`config.mk`:
```
export PLATFORM = sky130hd
export DESIGN_NAME = xor_nina_acc
export DESIGN_NICKNAME = d
export VERILOG_FILES = /design/src/rtl/xor_nina_acc.sv
export SDC_FILE = /design/constraint.sdc
export NUM_CORES = 1
export LEC_CHECK = 0
export ABC_AREA = 1
export CORE_ASPECT_RATIO = 1.2
export CORE_MARGIN = 4
export CORE_UTILIZATION = 47
export DETAILED_ROUTE_END_ITERATION = 8
export PLACE_DENSITY = 0.9
export SLEW_MARGIN = 25
export SYNTH_ARGS = -nofsm -noshare
export SYNTH_HDL_FRONTEND = slang
export SYNTH_SLANG_ARGS = --single-unit
```
`constraint.sdc`:
```
create_clock -name clk -period 1.7 [get_ports clk]
set_input_delay 0.34 -clock clk [delete_from_list [all_inputs] [get_ports clk]]
set_output_delay 0.34 -clock clk [all_outputs]
set_load 0.1 [all_outputs]
```
`src/rtl/xor_nina_acc.sv`:
```
// xor_nina_acc -- registered masked XOR / accumulator stage for NINA gadgets.
//
// Operands carry SHARES Boolean shares. Each share is a (K+1)-fold repetition
// codeword of BITS data bits. Share i, copy r occupies
// [i*W + r*BITS +: BITS], where W = BITS*(K+1).
// Each share, copy and bit is combined only with the same share, copy and bit
// of the other operand.
//
// Ports
//   clk, rst              clock, asynchronous active-high reset
//   in_valid / in_ready   input handshake
//   in_op                 0 = pass (c = a^b), 1 = accumulate
//   in_last               closes an accumulate sequence
//   port_a, port_b        SHARES*W operands
//   port_c / out_valid    registered result and its valid flag
//   out_ready             downstream consume
//   fault                 sticky repetition-code alarm; locks the block until rst

// Per-share slice: XOR combine with optional accumulator feedback, and the
// copy-consistency check of this share only.
module xor_nina_share #(
    parameter  int BITS = 1,
    parameter  int K    = 2,
    localparam int W    = BITS * (K + 1)
) (
    input  logic [W-1:0] a,
    input  logic [W-1:0] b,
    input  logic [W-1:0] acc,
    input  logic         sel_acc,
    output logic [W-1:0] sum,
    output logic         flt
);
    assign sum = sel_acc ? (acc ^ a ^ b) : (a ^ b);

    // Every copy must equal copy 0, for a and for b independently.
    always_comb begin
        flt = 1'b0;
        for (int r = 1; r <= K; r++) begin
            if (a[r*BITS +: BITS] != a[0 +: BITS]) flt = 1'b1;
            if (b[r*BITS +: BITS] != b[0 +: BITS]) flt = 1'b1;
        end
    end
endmodule

module xor_nina_acc #(
    parameter  int SHARES = 3,
    parameter  int BITS   = 1,
    parameter  int K      = 2,
    localparam int W      = BITS * (K + 1)
) (
    input  logic                clk,
    input  logic                rst,
    input  logic                in_valid,
    output logic                in_ready,
    input  logic                in_op,
    input  logic                in_last,
    input  logic [SHARES*W-1:0] port_a,
    input  logic [SHARES*W-1:0] port_b,
    output logic [SHARES*W-1:0] port_c,
    output logic                out_valid,
    input  logic                out_ready,
    output logic                fault
);
    typedef enum logic {IDLE = 1'b0, ACC = 1'b1} state_t;

    state_t state, state_nxt;

    logic [SHARES-1:0][W-1:0] a_s, b_s, acc_q, sum, c_q;
    logic [SHARES-1:0]        flt;

    logic accept, hit, bad, good, sel_acc;
    logic c_ld, acc_ld, acc_clr;

    assign a_s    = port_a;
    assign b_s    = port_b;
    assign port_c = c_q;

    // While locked, out_valid is 0 so beats are absorbed every cycle.
    assign in_ready = fault || !out_valid || out_ready;
    assign accept   = in_valid && in_ready;
    assign hit      = accept && !fault;
    assign bad      = hit && (|flt);    // only place shares are merged
    assign good     = hit && !(|flt);
    assign sel_acc  = in_op && (state == ACC);

    for (genvar i = 0; i < SHARES; i++) begin : g_share
        xor_nina_share #(.BITS(BITS), .K(K)) u_share (
            .a       (a_s[i]),
            .b       (b_s[i]),
            .acc     (acc_q[i]),
            .sel_acc (sel_acc),
            .sum     (sum[i]),
            .flt     (flt[i])
        );
    end

    // State register
    always_ff @(posedge clk or posedge rst) begin
        if (rst) state <= IDLE;
        else     state <= state_nxt;
    end

    // Next state: only accepted accumulate beats move the FSM.
    always_comb begin
        state_nxt = state;
        if (bad) begin
            state_nxt = IDLE;
        end else if (good && in_op) begin
            case (state)
                IDLE:    if (!in_last) state_nxt = ACC;
                ACC:     if (in_last)  state_nxt = IDLE;
                default: state_nxt = IDLE;
            endcase
        end
    end

    // Datapath controls
    always_comb begin
        c_ld    = good && (!in_op || in_last);
        acc_ld  = good && in_op && !in_last;
        acc_clr = bad || (good && in_op && in_last);
    end

    always_ff @(posedge clk or posedge rst) begin
        if (rst) begin
            fault     <= 1'b0;
            c_q       <= '0;
            out_valid <= 1'b0;
            acc_q     <= '0;
        end else begin
            if (bad) fault <= 1'b1;

            // A faulty beat kills any pending result at the same edge.
            if (fault || bad) begin
                c_q       <= '0;
                out_valid <= 1'b0;
            end else if (c_ld) begin
                c_q       <= sum;
                out_valid <= 1'b1;
            end else if (out_ready) begin
                out_valid <= 1'b0;
            end

            if (fault || acc_clr) acc_q <= '0;
            else if (acc_ld)      acc_q <= sum;
        end
    end
endmodule
```
==> impl_metrics.yaml <==
status:
  run_status: "finished clean"
detailed_routing:
  vias_per_cell: 5.30
  wl_um: 3410
  detail-route-antenna-nets: 0
  remaining_drc_errors: 0
  vias: 1342
  firstDrtPassIters: 4
  wl_per_cell_um: 13.5
  drtIter0Drc: 57
synthesis:
  synth_fp_nets: 184
  post_synth_num_cell_types: 22
  synth_largest_type_area_fraction_pct: 41.3
  ys_seq_elements: 21
  synth.yosys.warnings: 0
  syn-mean-instance-area_um2: 7.95
  synth.area.top_cells: "sky130_fd_sc_hd__dfrtp_1, sky130_fd_sc_hd__nand2_1, sky130_fd_sc_hd__nand3_1"
  syn-cell-area_mm2: 0.00127
  synth-seq-area-share_pct: 41.3
  syn_inst: 160
  yosys.area.top_type: "sky130_fd_sc_hd__dfrtp_1"
cells_and_area:
  post-route-cell-area_mm2: 0.00200
  antenna_cells: 0
  finish.utilization_pct: 78.5
  drive_gt1_share_pct: 25.5
  final_cell_mix: "sky130_fd_sc_hd__nand2_1, sky130_fd_sc_hd__nand3_1, sky130_fd_sc_hd__clkdlybuf4s50_1, sky130_fd_sc_hd__buf_4, sky130_fd_sc_hd__dfrtp_1"
  syn_to_final_growth_pct: 57.6
  final.fill_count: 171
  layout_commonest_cell: "sky130_fd_sc_hd__nand2_1"
  nets: 245
setup_path:
  required_worst_endpoint_ns: 1.94
  timing.critical_path.fanout_max: 12
  criticalPathCategory: "in -> reg"
  timing.critical_path.arrival_ns: 1.87
  critical-path-top-delay-family: "simple AND/OR/NAND/NOR gates"
  cp-end-kind: "flip-flop"
  critical_path.n_buffers_inverters: 2
  delay_contributed_by_the_slowest_stage_of_the_critical_path_ns: 0.53
  crit_path_top_delay_cell: "sky130_fd_sc_hd__clkdlybuf4s50_1"
  worst_path_most_repeated_cell: "sky130_fd_sc_hd__nand2_1"
  worst_setup_path_start_kind: "primary input"
  crit_chain: "clkdlybuf4s50_1 > nand2_1 > nand2_1 > nand3_2 > nor2_4 > nand3_1 > nand2_2 > inv_4 > nor2_4 > nand2_1 > nand2_1"
floorplanning:
  placementRows: 20
  die_area_mm2: 0.00360
  chipHeight_um: 65.0
  design.portCount: 36
  core_mm2: 0.00255
  start_util_pct: 49.8
  die_width_um: 55.5
timing:
  final.period_utilization_pct: 95.5
  final.min_clock_period_ns: 1.62
  hold_viol: 0
  setup_viol: 0
  slew_headroom_pct: 72.6
  skew_ns: 0.00610
  timing.final.max_slew_violations: 0
  fmax_ghz: 0.616
  worst_pin_slew_ns: 0.411
power_and_ir_drop:
  p_leak_uw: 0.000905
  power_per_cell_area_mw_per_mm2: 463
  ir_drop_v: 0.000331
placement:
  half_perimeter_wire_length_after_placement_um: 2690
  port_buffer_cells: 35
  postPlaceCellArea_mm2: 0.00195
  place.gp.congestion: 0.866
flow_run:
  maxCapViolCount: 0
global_routing:
  grt_antenna_before_repair: 0
  total_global_routing_track_utilization_pct: 19.4
  grt_pass1_vias: 1372
  grt_start_max_net_pins: 22
  grt_pass1_wl_um: 5620
  grt_remaining_overflow: 0
clock_network:
  cts-root-buf: "sky130_fd_sc_hd__clkbuf_4"
  numCtsBuffers: 3
  clock_transition_at_path_regs_ns: 0.11
  htree_num_levels: 1
  max-clock-path-buffers: 2
  tritoncts_num_sinks: 21
  cts_tree: "yes"
  worstSkewPairLatency_ns: 0.30
hold_path:
  holdCritPathClass: "in -> async"
per-layer routing:
layer	vias to the layer above	part of all wire [%]	global-route usage [%]
met1	613	35	19.8
met4	0	3.5	11.6
li1	648	-	-
met5	-	0	0
met3	12	4.9	2.59
met2	69	57	37.0
cells in the mapped netlist:
library cell,instances
sky130_fd_sc_hd__buf_6,1
sky130_fd_sc_hd__nand3_1,24
sky130_fd_sc_hd__dfrtp_1,21
sky130_fd_sc_hd__clkbuf_1,1
sky130_fd_sc_hd__nor2_4,1
sky130_fd_sc_hd__inv_1,7
sky130_fd_sc_hd__xor2_1,9
sky130_fd_sc_hd__nor2_1,9
sky130_fd_sc_hd__nand2_4,1
sky130_fd_sc_hd__xnor2_1,9
sky130_fd_sc_hd__o21bai_1,1
sky130_fd_sc_hd__clkinv_2,1
sky130_fd_sc_hd__inv_2,2
sky130_fd_sc_hd__nor2_8,1
sky130_fd_sc_hd__buf_2,2
sky130_fd_sc_hd__nor2_2,3
sky130_fd_sc_hd__nand2_2,3
sky130_fd_sc_hd__a21oi_1,8
sky130_fd_sc_hd__nand3_2,1
sky130_fd_sc_hd__o21ai_1,3
sky130_fd_sc_hd__nand2_1,43
sky130_fd_sc_hd__nand4_1,9
power by group:
part	internal, uW	switching [uW]	leakage [uW]
sequential	499	0	0.000286
clock	91.4	145	0.0000150
combinational	109	82.7	0.000604
worst register-to-register path: stages, from the launching register on:
cell and delay (ns):
sky130_fd_sc_hd__dfrtp_2 0.47, sky130_fd_sc_hd__nand2_1 0.09, sky130_fd_sc_hd__nand3_1 0.12, sky130_fd_sc_hd__nor2_2 0.36, sky130_fd_sc_hd__nand2_4 0.15, sky130_fd_sc_hd__nand2_1 0.10
sky130_fd_sc_hd__a21oi_1 0.06
registers in the layout, summed over array words and instances (netlist names):
signal,cells
acc_q,9
fault,1
port_c,9
out_valid,1
state,1
logic make-up (layout without fill, tap and decap cells):
logic type      Yosys count  count (layout)  synth area share (%)
simple gates             95              96                  36.3
flops                    21              21                  41.3
xor+xnor                 18              18                  12.4
buf+inv                  14              73                  5.02
compound gates           12              12                  4.92
through the flow:
| stage | total power (uW) | hold slack, ns | setup TNS, ns | cells | setup WS [ns] |
|---|---|---|---|---|---|
| 4_1_cts | 927 | 0.367 | 0 | 251 | 0.0309 |
| 5_1_grt | 985 | 0.395 | -0.0188 | 253 | -0.0109 |
| 2_1_floorplan | 579 | 0.316 | 0 | 160 | 0.0524 |
| 3_3_place_gp | 692 | 0.461 | -1.98 | 247 | -0.141 |
| 6_report | 928 | 0.363 | 0 | 253 | 0.0761 |
| 3_5_place_dp | 699 | 0.466 | -3.98 | 247 | -0.254 |
what timing repair did:
| action | CTS | global route |
|---|---|---|
| gates resized for setup | 0 | 5 |
| setup endpoints to repair | 0 | 10 |
| setup buffers | 0 | 1 |
| hold buffers | 0 | 0 |
worst paths after layout:
kind                       startpoint   endpoint  slack (ns)  cells past startpoint
setup / recovery            port_a[5]   acc_q[6]        0.08                     11
hold / removal                    rst  port_c[4]        0.36                      3
setup reg to reg            out_valid  port_c[7]        0.24                      6
hold reg to reg              acc_q[7]   acc_q[7]        0.50                      2
max in group asynchronous         rst  out_valid        1.11                      3
min in group clk             acc_q[7]   acc_q[7]        0.50                      2
cell type report:
type / instances / area (um2) / area share (%)
Clock buffer: 4 / 26.3 / 1.31
Inverter: 10 / 42.5 / 2.12
Multi-Input combinational cell: 126 / 711 / 35.5
Sequential cell: 21 / 528 / 26.4
Tap cell: 33 / 41.3 / 2.06
Timing Repair Buffer: 59 / 654 / 32.7
(Power assumes the default switching activity.)
